<file path="src/rtl/seg_pkg.sv">
// Shared types for the display path (binary-to-BCD converter and the
// downstream 7-segment scan driver).
//   bcd_t        one BCD digit
//   SEG_DIGITS   number of digits on the display
//   b2b_state_t  control states of the sequential binary-to-BCD converter
package seg_pkg;

  typedef logic [3:0] bcd_t;

  localparam int SEG_DIGITS = 4;

  typedef enum logic [0:0] {
    IDLE = 1'b0,
    CONV = 1'b1
  } b2b_state_t;

endpackage

</file>
<file path="src/rtl/bcd_adj3.sv">
// Double-dabble digit correction: a BCD nibble of 5 or more gets +3 so that
// the following left shift carries correctly into the next decimal digit.
// Pure combinational, 4-bit arithmetic (inputs above 12 wrap, which cannot
// happen for valid BCD).
// Ports:
//   din   in   4  BCD nibble before correction
//   dout  out  4  corrected nibble
module bcd_adj3
  import seg_pkg::*;
(
  input  logic [3:0] din,
  output logic [3:0] dout
);

  bcd_t sum;

  always_comb begin
    sum  = din + 4'd3;
    dout = (din >= 4'd5) ? sum : din;
  end

endmodule

</file>
<file path="src/rtl/bin2bcd_seq.sv">
// Sequential binary-to-BCD converter (shift-add-3 / double dabble), one
// input bit per clock. A value is accepted through a valid/ready handshake,
// converted over IN_W cycles, and the result is held on out_bcd/out_ovf
// until the next conversion completes, so the display never glitches.
// Values of 10^DIGITS or more saturate to all nines with out_ovf set.
// Ports:
//   clk        in   1         clock, rising edge
//   rst        in   1         synchronous active-high reset
//   in_valid   in   1         in_data valid
//   in_ready   out  1         idle, can accept in_data
//   in_data    in   IN_W      unsigned binary value
//   out_valid  out  1         one-cycle pulse when out_bcd/out_ovf update
//   out_bcd    out  4*DIGITS  BCD result, nibble k = 10^k digit
//   out_ovf    out  1         last value did not fit (out_bcd saturated)
//   busy       out  1         conversion in progress
module bin2bcd_seq
  import seg_pkg::*;
#(
  parameter int IN_W   = 32,
  parameter int DIGITS = SEG_DIGITS
) (
  input  logic                  clk,
  input  logic                  rst,
  input  logic                  in_valid,
  output logic                  in_ready,
  input  logic [IN_W-1:0]       in_data,
  output logic                  out_valid,
  output logic [4*DIGITS-1:0]   out_bcd,
  output logic                  out_ovf,
  output logic                  busy
);

  localparam int BCD_W = 4 * DIGITS;
  localparam int CNT_W = $clog2(IN_W + 1);

  b2b_state_t state_reg, state_next;

  logic [IN_W-1:0]  bin_reg;
  logic [BCD_W-1:0] bcd_reg;
  logic             ovf_reg;
  logic [CNT_W-1:0] cnt_reg;

  logic [BCD_W-1:0] out_bcd_reg;
  logic             out_ovf_reg;
  logic             out_valid_reg;

  // Datapath for one conversion step
  logic [BCD_W-1:0] bcd_adj;
  logic [BCD_W-1:0] bcd_shift;
  logic [IN_W-1:0]  bin_shift;
  logic             carry;
  logic             ovf_final;

  // Control strobes
  logic load;
  logic last;

  genvar gi;
  generate
    for (gi = 0; gi < DIGITS; gi++) begin : g_adj
      bcd_adj3 u_adj (
        .din  (bcd_reg[4*gi +: 4]),
        .dout (bcd_adj[4*gi +: 4])
      );
    end
  endgenerate

  // {carry, bcd, bin} <<= 1 after the per-digit correction. The carry is the
  // bit leaving the top BCD digit: any 1 there means the value needs more
  // than DIGITS decimal digits.
  always_comb begin
    carry     = bcd_adj[BCD_W-1];
    bcd_shift = {bcd_adj[BCD_W-2:0], bin_reg[IN_W-1]};
    bin_shift = {bin_reg[IN_W-2:0], 1'b0};
    ovf_final = ovf_reg | carry;
  end

  always_ff @(posedge clk) begin
    if (rst) begin
      state_reg <= IDLE;
    end else begin
      state_reg <= state_next;
    end
  end

  always_comb begin
    state_next = state_reg;
    in_ready   = 1'b0;
    load       = 1'b0;
    last       = 1'b0;
    case (state_reg)
      IDLE: begin
        in_ready = 1'b1;
        if (in_valid) begin
          load       = 1'b1;
          state_next = CONV;
        end
      end
      CONV: begin
        if (cnt_reg == CNT_W'(1)) begin
          last       = 1'b1;
          state_next = IDLE;
        end
      end
      default: state_next = IDLE;
    endcase
  end

  always_ff @(posedge clk) begin
    if (rst) begin
      bin_reg       <= '0;
      bcd_reg       <= '0;
      ovf_reg       <= 1'b0;
      cnt_reg       <= '0;
      out_bcd_reg   <= '0;
      out_ovf_reg   <= 1'b0;
      out_valid_reg <= 1'b0;
    end else begin
      out_valid_reg <= last;
      if (load) begin
        bin_reg <= in_data;
        bcd_reg <= '0;
        ovf_reg <= 1'b0;
        cnt_reg <= CNT_W'(IN_W);
      end else if (state_reg == CONV) begin
        bin_reg <= bin_shift;
        bcd_reg <= bcd_shift;
        ovf_reg <= ovf_final;
        cnt_reg <= cnt_reg - CNT_W'(1);
      end
      // Result registers move only on the final shift; this cycle's carry
      // is included through ovf_final.
      if (last) begin
        out_bcd_reg <= ovf_final ? {DIGITS{4'h9}} : bcd_shift;
        out_ovf_reg <= ovf_final;
      end
    end
  end

  assign out_valid = out_valid_reg;
  assign out_bcd   = out_bcd_reg;
  assign out_ovf   = out_ovf_reg;
  assign busy      = ~in_ready;

endmodule
</file>
<file path="config.mk">
export PLATFORM = sky130hd
export DESIGN_NAME = bin2bcd_seq
export DESIGN_NICKNAME = d
export VERILOG_FILES = /design/src/rtl/seg_pkg.sv /design/src/rtl/bcd_adj3.sv /design/src/rtl/bin2bcd_seq.sv
export SDC_FILE = /design/constraint.sdc
export NUM_CORES = 1
export LEC_CHECK = 0
export ABC_CLOCK_PERIOD_IN_PS = 1800
export CAP_MARGIN = 0
export CELL_PAD_IN_SITES_DETAIL_PLACEMENT = 2
export CELL_PAD_IN_SITES_GLOBAL_PLACEMENT = 2
export CORE_MARGIN = 2
export CORE_UTILIZATION = 32
export DETAILED_ROUTE_END_ITERATION = 8
export PLACE_DENSITY_LB_ADDON = 0.1
export SLEW_MARGIN = 20
export SYNTH_ARGS = -nofsm -noshare
export SYNTH_HDL_FRONTEND = slang
export SYNTH_HIERARCHICAL = 1
export SYNTH_SLANG_ARGS = --single-unit
export TNS_END_PERCENT = 30
</file>
<file path="constraint.sdc">
create_clock -name clk -period 1.8 [get_ports clk]
set_input_delay 0.54 -clock clk [delete_from_list [all_inputs] [get_ports clk]]
set_output_delay 0.54 -clock clk [all_outputs]
set_load 0.05 [all_outputs]
</file>
==> impl_metrics.prom, run 1 <==
# TYPE chip_impl_metric gauge
chip_impl_info{name="run_status",value="finished clean"} 1
chip_impl_info{name="commonest_non_fill_non_tap_cell_in_the_layout",value="nand2_1"} 1
chip_impl_info{name="critical_path.top_delay_family",value="flip-flops"} 1
chip_impl_metric{name="detailedPlace.worstSlack",unit="ns"} -0.1200
chip_impl_metric{name="grt_start_max_net_pins",unit=""} 28
chip_impl_metric{name="clk-insertion-delay-late",unit="ns"} 0.35
chip_impl_metric{name="fp.dieW",unit="um"} 109.6
chip_impl_metric{name="min_period_over_period",unit="%"} 95.24
chip_impl_metric{name="worst_pin_slew",unit="ns"} 0.3758
chip_impl_metric{name="grt_use_total",unit="%"} 18.07
chip_impl_metric{name="critical_path.max_stage_delay",unit="ns"} 0.43
chip_impl_info{name="critical_path.cell_chain",value="clkinv_1 > buf_4"} 1
chip_impl_metric{name="hold_slack",unit="ns"} 0.4550
chip_impl_metric{name="power.ir.vdd_worst",unit="mV"} 0.2969
chip_impl_metric{name="worstPathBufferInverterCount",unit=""} 2
chip_impl_metric{name="insertedDiodeCount",unit=""} 0
chip_impl_metric{name="via_count_of_the_first_global_routing_pass",unit=""} 3382
chip_impl_info{name="postSynth.topFlopCell",value="dfxtp_1"} 1
chip_impl_metric{name="post-route-min-period",unit="ns"} 1.714
chip_impl_info{name="critical_path.slowest_cell",value="dfxtp_4"} 1
chip_impl_info{name="critical_path.startpoint_type",value="register"} 1
chip_impl_metric{name="layout-drive-gt1-share",unit="%"} 25.27
chip_impl_metric{name="ys_ff_latch",unit=""} 74
chip_impl_info{name="final_cell_mix",value="nand2_1 (79), dfxtp_1 (71), a21oi_1 (50), clkdlybuf4s50_1 (33), mux2_2 (31)"} 1
chip_impl_metric{name="leakage_power_summed_over_all_cells",unit="uW"} 0.001746
chip_impl_metric{name="cap_viol_max_count",unit=""} 0
chip_impl_metric{name="clock-skew-final",unit="ns"} 0.009508
chip_impl_info{name="grt_setup_unrepaired",value="true"} 1
chip_impl_metric{name="maxSlewHeadroom",unit="%"} 74.78
chip_impl_metric{name="fin_area",unit="sq um"} 4717
chip_impl_metric{name="avgSynthCellArea",unit="sq um"} 8.719
chip_impl_metric{name="route.detailed.wl_per_inst",unit="um"} 16.30
chip_impl_metric{name="cts.htree.levels",unit=""} 3
chip_impl_metric{name="drt_drc_violations_left",unit=""} 0
chip_impl_metric{name="synth-compound-area-share",unit="%"} 12.42
chip_impl_info{name="synth_top_family_by_area",value="simple AND/OR/NAND/NOR gates"} 1
chip_impl_metric{name="clock_sink_count",unit=""} 74
chip_impl_metric{name="path_clk_slew",unit="ns"} 0.08
chip_impl_info{name="critical_path_class",value="reg -> out"} 1
chip_impl_metric{name="total_power",unit="uW"} 3542
chip_impl_metric{name="synthesized_area_fraction_occupied_by_and_or_nand_nor_cells",unit="%"} 19.40
chip_impl_metric{name="total_core_area",unit="sq um"} 10840
chip_impl_metric{name="drt-initial-drc-count",unit=""} 33
chip_impl_metric{name="antenna_found_initial",unit=""} 0
chip_impl_metric{name="synthesis.area",unit="sq um"} 3566
chip_impl_metric{name="grt_first_pass_wirelength",unit="um"} 16750
chip_impl_info{name="timing.critical_path.to_type",value="output port"} 1
chip_impl_info{name="cts_tree",value="done"} 1
chip_impl_metric{name="wirelength",unit="um"} 9959
chip_impl_metric{name="synth-async-reset-ratio",unit="%"} 0
chip_impl_metric{name="netlist_instances",unit=""} 409
chip_impl_metric{name="worst-path-max-fanout",unit=""} 9
chip_impl_metric{name="cts-buffers-inserted",unit=""} 9
chip_impl_metric{name="ios",unit=""} 55
chip_impl_metric{name="postCtsSetupBuffers",unit=""} 0
chip_impl_metric{name="pwr_density_cell",unit="nW/um^2"} 750.9
chip_impl_metric{name="design.final.nets",unit=""} 512
chip_impl_metric{name="fmax",unit="MHz"} 583.3
chip_impl_metric{name="initial_utilization",unit="%"} 32.89
chip_impl_metric{name="synth_adder_area_share",unit="%"} 3.509
chip_impl_metric{name="detail_route.vias_per_cell",unit=""} 5.020
chip_impl_metric{name="final_hold_viol_count",unit=""} 0
chip_impl_metric{name="number_of_flip_flops_under_the_largest_register_name",unit=""} 32
chip_impl_metric{name="post_synth_xor_area_fraction",unit="%"} 1.719
chip_impl_info{name="cts-root-buf",value="clkbuf_8"} 1
chip_impl_metric{name="critPathArrivalTime",unit="ns"} 1.17
chip_impl_metric{name="cts_max_path_buffers",unit=""} 2
chip_impl_metric{name="final_util",unit="%"} 43.51
chip_impl_metric{name="fraction_of_synthesized_area_in_multiplexers",unit="%"} 15.68
chip_impl_metric{name="portBuffers",unit=""} 54
chip_impl_metric{name="die_height",unit="um"} 109.6
chip_impl_metric{name="synth_nets",unit=""} 454
chip_impl_metric{name="cell_area_placed",unit="sq um"} 4456
chip_impl_metric{name="dpl.hpwl",unit="um"} 7183
chip_impl_metric{name="routed-via-count",unit=""} 3067
chip_impl_metric{name="antenna_left",unit=""} 0
chip_impl_metric{name="gp_congestion",unit=""} 0.7031
chip_impl_metric{name="final_setup_vio_count",unit=""} 0
chip_impl_metric{name="first_pass_iters",unit=""} 4
chip_impl_metric{name="fin_ws",unit="ns"} 0.08566
chip_impl_metric{name="area_growth",unit="%"} 32.28
chip_impl_metric{name="drv_slew",unit=""} 0
chip_impl_metric{name="synth_edf_count",unit=""} 0
chip_impl_metric{name="core.rowCount",unit=""} 38
chip_impl_info{name="hp-class",value="reg -> reg"} 1
chip_impl_metric{name="data_required_time_at_the_worst_endpoint",unit="ns"} 1.26
chip_impl_metric{name="yosysUniqueCellTypes",unit=""} 38
chip_impl_metric{name="die_area",unit="sq um"} 12000
chip_impl_metric{name="yosysSeqAreaShare",unit="%"} 41.54
chip_impl_metric{name="global_route.overflow_total",unit=""} 0
chip_impl_metric{name="yosys_warnings",unit=""} 6
metal layers:
| metal | track usage, % | vias up | wire (um) |
|---|---|---|---|
| li1 | - | 1510 | - |
| met2 | 32.76 | 45 | 5103 |
| met4 | 6.872 | 0 | 154 |
| met1 | 21.06 | 1501 | 4402 |
| met5 | 0 | - | 0 |
| met3 | 3.201 | 11 | 298 |
synthesized netlist by cell type (2+ instances only):
cell / count / area [sq um]
nand2_1: 79 / 296.5
dfxtp_1: 74 / 1481
a21oi_1: 50 / 250.2
mux2_2: 31 / 349.1
nor2_1: 28 / 105.1
mux2i_1: 21 / 210.2
clkbuf_1: 13 / 48.80
buf_2: 10 / 50.05
ha_1: 10 / 125.1
inv_1: 10 / 37.54
nor3_1: 10 / 50.05
nand2b_1: 9 / 56.30
nand4_1: 8 / 50.05
nor4_1: 8 / 50.05
o21ai_2: 8 / 70.07
xnor2_1: 6 / 52.55
a21oi_2: 4 / 35.03
o21ai_0: 4 / 20.02
o21ai_1: 4 / 20.02
a211oi_1: 2 / 15.01
buf_1: 2 / 7.510
buf_12: 2 / 40.04
power breakdown:
part	leakage, uW	internal, uW	switching, uW
logic	0.00106	275	293
clock network	0.0000834	566	651
registers	0.000604	1700	53.5
path summary, 6_finish.rpt:
path,from,end,slack (ns),cells after the start
min reg2reg,bin_reg[17]$_SDFFE_PP0P_,bin_reg[18]$_SDFFE_PP0P_,0.45,2
max reg2reg,bcd_reg[1]$_SDFFE_PP0P_,out_bcd[2]$_SDFFE_PP0P_,0.09,7
min,bin_reg[17]$_SDFFE_PP0P_,bin_reg[18]$_SDFFE_PP0P_,0.45,2
max,busy$_SDFF_PP0_,in_ready,0.09,2
worst register-to-register path, delay by kind of cell (launching register included):
family	cells	cell delay, ns
compound gates	2	0.38
fa+ha+maj	1	0.18
buf+inv	1	0.09
flops	1	0.37
mux	1	0.31
simple gates	2	0.31
logic make-up after synthesis:
kind of cell               Yosys count
DFF                                 74
xor gates and xnor gates             7
and+or+nand+nor                    150
adders and majority gates           10
muxes                               52
buffers and inverters               40
AOI/OAI and AO/OA                   76
per-stage QoR:
stage / setup TNS [ns] / instances
after floorplan: 0 / 409
after global placement: -3.578 / 596
after detailed placement: -5.040 / 596
after CTS: 0 / 611
after global routing: -0.07865 / 611
final: 0 / 611
layout make-up:
class                           instances  area (sq um)
Sequential cell                        74          1488
Multi-Input combinational cell        295          1954
Inverter                               11         41.29
Clock buffer                           11         151.4
Timing Repair Buffer                   76         879.6
Tap cell                              140         175.2
Fill cell                            1222          6123
Clock inverter                          4         27.53
timing repair:
item                                    4_1_cts  5_1_grt
hold buffers                                  0        0
endpoints found under the setup margin       12       17
pin swaps                                     0        1
resized for setup                             5       13
Power figures use the tool's default switching activity.
==> run 2, diff against run 1 <==
--- a/config.mk
+++ b/config.mk
@@ -5,14 +5,16 @@
 export SDC_FILE = /design/constraint.sdc
 export NUM_CORES = 1
 export LEC_CHECK = 0
-export ABC_CLOCK_PERIOD_IN_PS = 1800
+export ABC_CLOCK_PERIOD_IN_PS = 2100
 export CAP_MARGIN = 0
 export CELL_PAD_IN_SITES_DETAIL_PLACEMENT = 2
 export CELL_PAD_IN_SITES_GLOBAL_PLACEMENT = 2
 export CORE_MARGIN = 2
-export CORE_UTILIZATION = 32
+export CORE_UTILIZATION = 35
 export DETAILED_ROUTE_END_ITERATION = 8
+export GPL_TIMING_DRIVEN = 0
 export PLACE_DENSITY_LB_ADDON = 0.1
+export SKIP_LAST_GASP = 1
 export SLEW_MARGIN = 20
 export SYNTH_ARGS = -nofsm -noshare
 export SYNTH_HDL_FRONTEND = slang
==> constraint.sdc (replaced) <==
create_clock -name clk -period 2.1 [get_ports clk]
set_input_delay 0.63 -clock clk [delete_from_list [all_inputs] [get_ports clk]]
set_output_delay 0.63 -clock clk [all_outputs]
set_load 0.05 [all_outputs]
==> run 2 against run 1 <==
The flow now finishes with violations (negative setup slack); via count increased by 1.4%; core utilization increased by 1.7 points; die area decreased by 8.3%; largest cell class unchanged; highest routed layer unchanged.
==> impl_metrics.prom, run 2 (synthesis results as in run 1) <==
# TYPE chip_impl_metric gauge
chip_impl_info{name="run_status",value="finished with violations"} 1
chip_impl_info{name="failing_checks",value="negative setup slack"} 1
chip_impl_metric{name="area_growth",unit="%"} 24.60
chip_impl_info{name="cts_tree",value="done"} 1
chip_impl_metric{name="fin_ws",unit="ns"} -0.04210
chip_impl_metric{name="cell_area_placed",unit="sq um"} 4254
chip_impl_metric{name="reg2regPathDepth",unit=""} 8
chip_impl_metric{name="initial_utilization",unit="%"} 36.31
chip_impl_metric{name="cap_viol_max_count",unit=""} 0
chip_impl_metric{name="drt-initial-drc-count",unit=""} 45
chip_impl_metric{name="total_core_area",unit="sq um"} 9819
chip_impl_info{name="grt_setup_unrepaired",value="true"} 1
chip_impl_metric{name="grt_use_total",unit="%"} 19.16
chip_impl_metric{name="setup_total_negative_slack",unit="ns"} -0.1641
chip_impl_metric{name="post-route-min-period",unit="ns"} 2.142
chip_impl_metric{name="timing.reg2reg.setup_slack",unit="ns"} 0.09
chip_impl_metric{name="antenna_left",unit=""} 0
chip_impl_info{name="critical_path.startpoint_type",value="register"} 1
chip_impl_metric{name="clk-insertion-delay-late",unit="ns"} 0.35
chip_impl_metric{name="global_route.overflow_total",unit=""} 0
chip_impl_metric{name="worstPathBufferInverterCount",unit=""} 1
chip_impl_metric{name="post_cts_resized",unit=""} 15
chip_impl_metric{name="data_required_time_at_the_worst_endpoint",unit="ns"} 1.47
chip_impl_metric{name="routed-via-count",unit=""} 3111
chip_impl_info{name="timing.rr.start",value="bcd_reg[13]$_SDFFE_PP0P_"} 1
chip_impl_metric{name="portBuffers",unit=""} 52
chip_impl_info{name="critical_path_class",value="reg -> out"} 1
chip_impl_info{name="hp-class",value="reg -> reg"} 1
chip_impl_metric{name="grt_start_max_net_pins",unit=""} 13
chip_impl_metric{name="power.ir.vdd_worst",unit="mV"} 0.2205
chip_impl_metric{name="route.detailed.wl_per_inst",unit="um"} 16.72
chip_impl_metric{name="total_power",unit="uW"} 2968
chip_impl_metric{name="post_cts_hold_buffer_count",unit=""} 0
chip_impl_info{name="holdCritStartpoint",value="bin_reg[10]$_SDFFE_PP0P_"} 1
chip_impl_info{name="timing.critical_path.to_type",value="output port"} 1
chip_impl_metric{name="gp_congestion",unit=""} 0.7193
chip_impl_metric{name="fmax",unit="MHz"} 466.8
chip_impl_metric{name="cp_num_cells",unit=""} 1
chip_impl_metric{name="grt_first_pass_wirelength",unit="um"} 16880
chip_impl_metric{name="core.rowCount",unit=""} 36
chip_impl_metric{name="die_height",unit="um"} 104.9
chip_impl_metric{name="hold_slack",unit="ns"} 0.4612
chip_impl_info{name="critical_path.slowest_cell",value="clkdlybuf4s50_1"} 1
chip_impl_metric{name="insertedDiodeCount",unit=""} 0
chip_impl_metric{name="detail_route.vias_per_cell",unit=""} 5.108
chip_impl_metric{name="final_setup_vio_count",unit=""} 7
chip_impl_metric{name="cts-buffers-inserted",unit=""} 9
chip_impl_metric{name="layout-drive-gt1-share",unit="%"} 16.81
chip_impl_metric{name="min_period_over_period",unit="%"} 102.0
chip_impl_metric{name="clock-skew-final",unit="ns"} 0.008171
chip_impl_info{name="critical_path.reg2reg.endpoint",value="out_bcd[6]$_SDFFE_PP0P_"} 1
chip_impl_metric{name="cts_max_path_buffers",unit=""} 2
chip_impl_metric{name="via_count_of_the_first_global_routing_pass",unit=""} 3429
chip_impl_info{name="critical_path.cell_chain",value="clkdlybuf4s50_1"} 1
chip_impl_info{name="cts-root-buf",value="clkbuf_8"} 1
chip_impl_metric{name="drt_drc_violations_left",unit=""} 0
chip_impl_metric{name="fin_area",unit="sq um"} 4443
chip_impl_metric{name="design.final.nets",unit=""} 516
chip_impl_metric{name="drv_slew",unit=""} 0
chip_impl_info{name="worstHoldEndpoint",value="bin_reg[11]$_SDFFE_PP0P_"} 1
chip_impl_metric{name="final_util",unit="%"} 45.25
chip_impl_info{name="commonest_non_fill_non_tap_cell_in_the_layout",value="nand2_1"} 1
chip_impl_metric{name="dpl.hpwl",unit="um"} 7672
chip_impl_metric{name="path_clk_slew",unit="ns"} 0.08
chip_impl_info{name="final_cell_mix",value="nand2_1 (79), dfxtp_1 (73), a21oi_1 (50), clkdlybuf4s50_1 (40), mux2_2 (31)"} 1
chip_impl_metric{name="number_of_flip_flops_under_the_largest_register_name",unit=""} 32
chip_impl_metric{name="critPathArrivalTime",unit="ns"} 1.51
chip_impl_metric{name="cts.htree.levels",unit=""} 3
chip_impl_metric{name="ios",unit=""} 55
chip_impl_metric{name="leakage_power_summed_over_all_cells",unit="uW"} 0.001761
chip_impl_metric{name="antenna_found_initial",unit=""} 0
chip_impl_info{name="critical_path.top_delay_family",value="buffers and inverters"} 1
chip_impl_metric{name="clock_sink_count",unit=""} 74
chip_impl_metric{name="postCtsSetupBuffers",unit=""} 0
chip_impl_metric{name="maxSlewHeadroom",unit="%"} 51.21
chip_impl_metric{name="worst_pin_slew",unit="ns"} 0.7216
chip_impl_metric{name="critical_path.max_stage_delay",unit="ns"} 0.81
chip_impl_metric{name="wirelength",unit="um"} 10180
chip_impl_metric{name="fp.dieW",unit="um"} 104.9
chip_impl_metric{name="final_hold_viol_count",unit=""} 0
chip_impl_metric{name="first_pass_iters",unit=""} 4
chip_impl_metric{name="timing.hold.worst_path_depth",unit=""} 2
chip_impl_metric{name="pwr_density_cell",unit="nW/um^2"} 668.1
chip_impl_metric{name="die_area",unit="sq um"} 11010
chip_impl_metric{name="worst-path-max-fanout",unit=""} 2
## run 2: cell count changes in the layout (fill, tap and decap cells not counted), sizes merged
cell and change:
clkinv +1, clkbuf +13, inv +1, clkinvlp -1, dlymetal6s2s +6, dlygate4sd2 +5, clkdlybuf4s50 +7, buf -27
## run 2: through the flow
step | worst slack, ns | cells
floorplan | 0.1242 | 409
global placement | -0.5570 | 594
detailed placement | -0.5592 | 594
CTS | -0.06962 | 610
global route | -0.07613 | 609
finish | -0.04210 | 609
## run 2: how the worst max path moves through the flow
| stage | from | end | slack (ns) |
|---|---|---|---|
| 6_report | out_bcd[10]$_SDFFE_PP0P_ | out_bcd[10] | -0.04 |
| 5_1_grt | bcd_reg[12]$_SDFFE_PP0P_ | out_bcd[0]$_SDFFE_PP0P_ | -0.08 |
| 4_1_cts | out_bcd[15]$_SDFFE_PP0P_ | out_bcd[15] | -0.07 |
| 3_5_place_dp | busy$_SDFF_PP0_ | in_ready | -0.56 |
| 3_3_place_gp | busy$_SDFF_PP0_ | in_ready | -0.56 |
| 2_1_floorplan | busy$_SDFF_PP0_ | in_ready | 0.12 |
## run 2: report_power, final
group,internal (uW),total (uW),leakage (uW),switching [uW]
Clock,456,1000,0.0000851,548
Combinational,208,461,0.00107,253
Sequential,1460,1500,0.000603,43.4
Total,2120,2970,0.00176,844
## run 2: layout make-up
cell class	count	area, sq um
plain buffers	28	165.2
clock inverters	5	30.03
clock buffers	11	141.4
flip-flops and latches	74	1483
well taps	133	166.4
repair buffers	52	526.8
inverters	11	43.79
fillers	1137	5376
multi-input cells	295	1887
## run 2: per-layer routing
metal	vias up	share of wire, %	wire (um)	track usage (%)
met2	51	53	5427	35.95
li1	1518	-	-	-
met1	1534	43	4340	21.57
met4	0	1.1	108	5.619
met3	8	3.0	303	4.055
met5	-	0	0	0
==> run 3, diff against run 2 <==
--- a/config.mk
+++ b/config.mk
@@ -9,7 +9,6 @@
 export CAP_MARGIN = 0
 export CELL_PAD_IN_SITES_DETAIL_PLACEMENT = 2
 export CELL_PAD_IN_SITES_GLOBAL_PLACEMENT = 2
-export CORE_MARGIN = 2
 export CORE_UTILIZATION = 35
 export DETAILED_ROUTE_END_ITERATION = 8
 export GPL_TIMING_DRIVEN = 0
==> run 3 against run 2 <==
The run still ends with negative setup slack left; setup slack improved by 0.016 ns; clock skew up 0.0011 ns; sequential cell count did not move; clock-buffer cell count rose by 1; die area decreased by 3.8%; sequential power about the same; critical path type unchanged.
==> impl_metrics.prom, run 3 (synthesis results as in run 1) <==
# TYPE chip_impl_metric gauge
chip_impl_info{name="run_status",value="finished with violations"} 1
chip_impl_info{name="failing_checks",value="negative setup slack"} 1
chip_impl_metric{name="seqCellArea",unit="sq um"} 1483
chip_impl_info{name="timing.rr.start",value="bcd_reg[13]$_SDFFE_PP0P_"} 1
chip_impl_metric{name="grt_start_max_net_pins",unit=""} 12
chip_impl_metric{name="fmax",unit="MHz"} 470.2
chip_impl_metric{name="design.final.nets",unit=""} 516
chip_impl_metric{name="detail_route.vias_per_cell",unit=""} 5.105
chip_impl_info{name="worstHoldEndpoint",value="bin_reg[17]$_SDFFE_PP0P_"} 1
chip_impl_metric{name="timing.hold.worst_path_depth",unit=""} 2
chip_impl_metric{name="worst-path-max-fanout",unit=""} 2
chip_impl_metric{name="core.rowCount",unit=""} 36
chip_impl_metric{name="global_route.overflow_total",unit=""} 0
chip_impl_info{name="critical_path.slowest_cell",value="clkdlybuf4s50_1"} 1
chip_impl_metric{name="routed-via-count",unit=""} 3104
chip_impl_info{name="critical_path.top_delay_family",value="buffers and inverters"} 1
chip_impl_info{name="hp-class",value="reg -> reg"} 1
chip_impl_metric{name="grt_first_pass_wirelength",unit="um"} 16020
chip_impl_metric{name="hold_slack",unit="ns"} 0.4549
chip_impl_metric{name="portBuffers",unit=""} 52
chip_impl_metric{name="power.ir.vdd_worst",unit="mV"} 0.3235
chip_impl_metric{name="min_period_over_period",unit="%"} 101.3
chip_impl_info{name="cts_tree",value="done"} 1
chip_impl_metric{name="area_growth",unit="%"} 24.67
chip_impl_info{name="grt_setup_unrepaired",value="true"} 1
chip_impl_metric{name="critPathArrivalTime",unit="ns"} 1.50
chip_impl_metric{name="layout-drive-gt1-share",unit="%"} 16.21
chip_impl_metric{name="final_hold_viol_count",unit=""} 0
chip_impl_metric{name="total_power",unit="uW"} 3049
chip_impl_metric{name="leakage_power_summed_over_all_cells",unit="uW"} 0.001770
chip_impl_metric{name="critical_path.max_stage_delay",unit="ns"} 0.81
chip_impl_metric{name="drt-initial-drc-count",unit=""} 26
chip_impl_metric{name="fin_ws",unit="ns"} -0.02659
chip_impl_info{name="critical_path.reg2reg.endpoint",value="out_bcd[15]$_SDFFE_PP0P_"} 1
chip_impl_metric{name="initial_utilization",unit="%"} 36.31
chip_impl_metric{name="total_core_area",unit="sq um"} 9819
chip_impl_metric{name="worst_pin_slew",unit="ns"} 0.6716
chip_impl_info{name="critical_path.cell_chain",value="clkdlybuf4s50_1"} 1
chip_impl_metric{name="via_count_of_the_first_global_routing_pass",unit=""} 3261
chip_impl_info{name="commonest_non_fill_non_tap_cell_in_the_layout",value="nand2_1"} 1
chip_impl_metric{name="pwr_density_cell",unit="nW/um^2"} 685.8
chip_impl_metric{name="gp_congestion",unit=""} 0.7324
chip_impl_metric{name="final_setup_vio_count",unit=""} 7
chip_impl_info{name="holdCritStartpoint",value="bin_reg[16]$_SDFFE_PP0P_"} 1
chip_impl_metric{name="timing.reg2reg.setup_slack",unit="ns"} 0.10
chip_impl_metric{name="antenna_found_initial",unit=""} 0
chip_impl_metric{name="cts.htree.levels",unit=""} 3
chip_impl_metric{name="postCtsSetupBuffers",unit=""} 0
chip_impl_metric{name="fp.dieW",unit="um"} 102.9
chip_impl_metric{name="insertedDiodeCount",unit=""} 0
chip_impl_metric{name="route.detailed.wl_per_inst",unit="um"} 16.17
chip_impl_metric{name="wirelength",unit="um"} 9829
chip_impl_metric{name="cap_viol_max_count",unit=""} 0
chip_impl_metric{name="clock_sink_count",unit=""} 74
chip_impl_metric{name="first_pass_iters",unit=""} 3
chip_impl_metric{name="number_of_flip_flops_under_the_largest_register_name",unit=""} 32
chip_impl_metric{name="total_area_of_multi_input_combinational_cells",unit="sq um"} 1881
chip_impl_info{name="critical_path_class",value="reg -> out"} 1
chip_impl_metric{name="reg2regPathDepth",unit=""} 9
chip_impl_metric{name="cts_max_path_buffers",unit=""} 2
chip_impl_metric{name="ios",unit=""} 55
chip_impl_metric{name="worstPathBufferInverterCount",unit=""} 1
chip_impl_metric{name="drt_drc_violations_left",unit=""} 0
chip_impl_metric{name="drv_slew",unit=""} 0
chip_impl_metric{name="post-route-min-period",unit="ns"} 2.127
chip_impl_metric{name="maxSlewHeadroom",unit="%"} 55.06
chip_impl_metric{name="antenna_left",unit=""} 0
chip_impl_metric{name="setup_total_negative_slack",unit="ns"} -0.1096
chip_impl_metric{name="clock-skew-final",unit="ns"} 0.009314
chip_impl_info{name="timing.critical_path.to_type",value="output port"} 1
chip_impl_metric{name="dpl.hpwl",unit="um"} 7438
chip_impl_info{name="critical_path.startpoint_type",value="register"} 1
chip_impl_metric{name="die_height",unit="um"} 102.9
chip_impl_metric{name="number_of_inserted_filler_cells_in_the_final_layout",unit=""} 1113
chip_impl_metric{name="data_required_time_at_the_worst_endpoint",unit="ns"} 1.47
chip_impl_metric{name="path_clk_slew",unit="ns"} 0.08
chip_impl_metric{name="die_area",unit="sq um"} 10600
chip_impl_info{name="final_cell_mix",value="nand2_1 (79), dfxtp_1 (73), a21oi_1 (50), clkdlybuf4s50_1 (40), mux2_2 (31)"} 1
chip_impl_metric{name="clk-insertion-delay-late",unit="ns"} 0.35
chip_impl_info{name="cts-root-buf",value="clkbuf_8"} 1
chip_impl_metric{name="cts-buffers-inserted",unit=""} 9
chip_impl_metric{name="grt_use_total",unit="%"} 19.69
## run 3: area by class of cell
cell class              count  area share, %
plain buffers              28          3.631
clock buffers              12          3.265
clock inverters             3         0.9006
inverters                  11         0.9569
multi-input cells         295          42.30
flip-flops and latches     74          33.35
well taps                 133          3.743
repair buffers             52          11.85
## run 3: through the flow
step	worst slack [ns]	utilization (%)	cell area [sq um]	std cells
global placement	-0.5572	43.32	4254	594
finish	-0.02659	45.27	4446	608
detailed placement	-0.5569	43.32	4254	594
global route	-0.08169	45.27	4446	608
CTS	-0.08739	45.17	4436	609
floorplan	0.1242	-	3567	409
## run 3: timing repair
item	CTS	global route
gates resized for setup	14	6
setup endpoints to repair	20	24
hold buffers	0	0
endpoints found under the hold margin	0	0
cloned	0	0
## run 3: worst max path at each step
stage	startpoint	to	slack, ns	cells after the start
final	out_bcd[15]$_SDFFE_PP0P_	out_bcd[15]	-0.03	1
after global routing	busy$_SDFF_PP0_	in_ready	-0.08	3
after CTS	busy$_SDFF_PP0_	in_ready	-0.09	4
after detailed placement	busy$_SDFF_PP0_	in_ready	-0.56	4
after global placement	busy$_SDFF_PP0_	in_ready	-0.56	4
after floorplan	busy$_SDFF_PP0_	in_ready	0.12	3
## run 3: where the power goes
group          switching, uW  total [uW]  leakage, uW  internal (uW)
clock network            520        1090    0.0000962            573
logic                    247         454      0.00107            207
registers               41.8        1500     0.000603           1460
total                    809        3050      0.00177           2240
## run 3: per-layer routing
| layer | global-route usage (%) | routed length [um] | vias to the layer above |
|---|---|---|---|
| li1 | - | - | 1517 |
| met1 | 22.30 | 4261 | 1526 |
| met2 | 36.92 | 5143 | 47 |
| met3 | 3.864 | 280 | 14 |
| met4 | 6.176 | 144 | 0 |
| met5 | 0 | 0 | - |
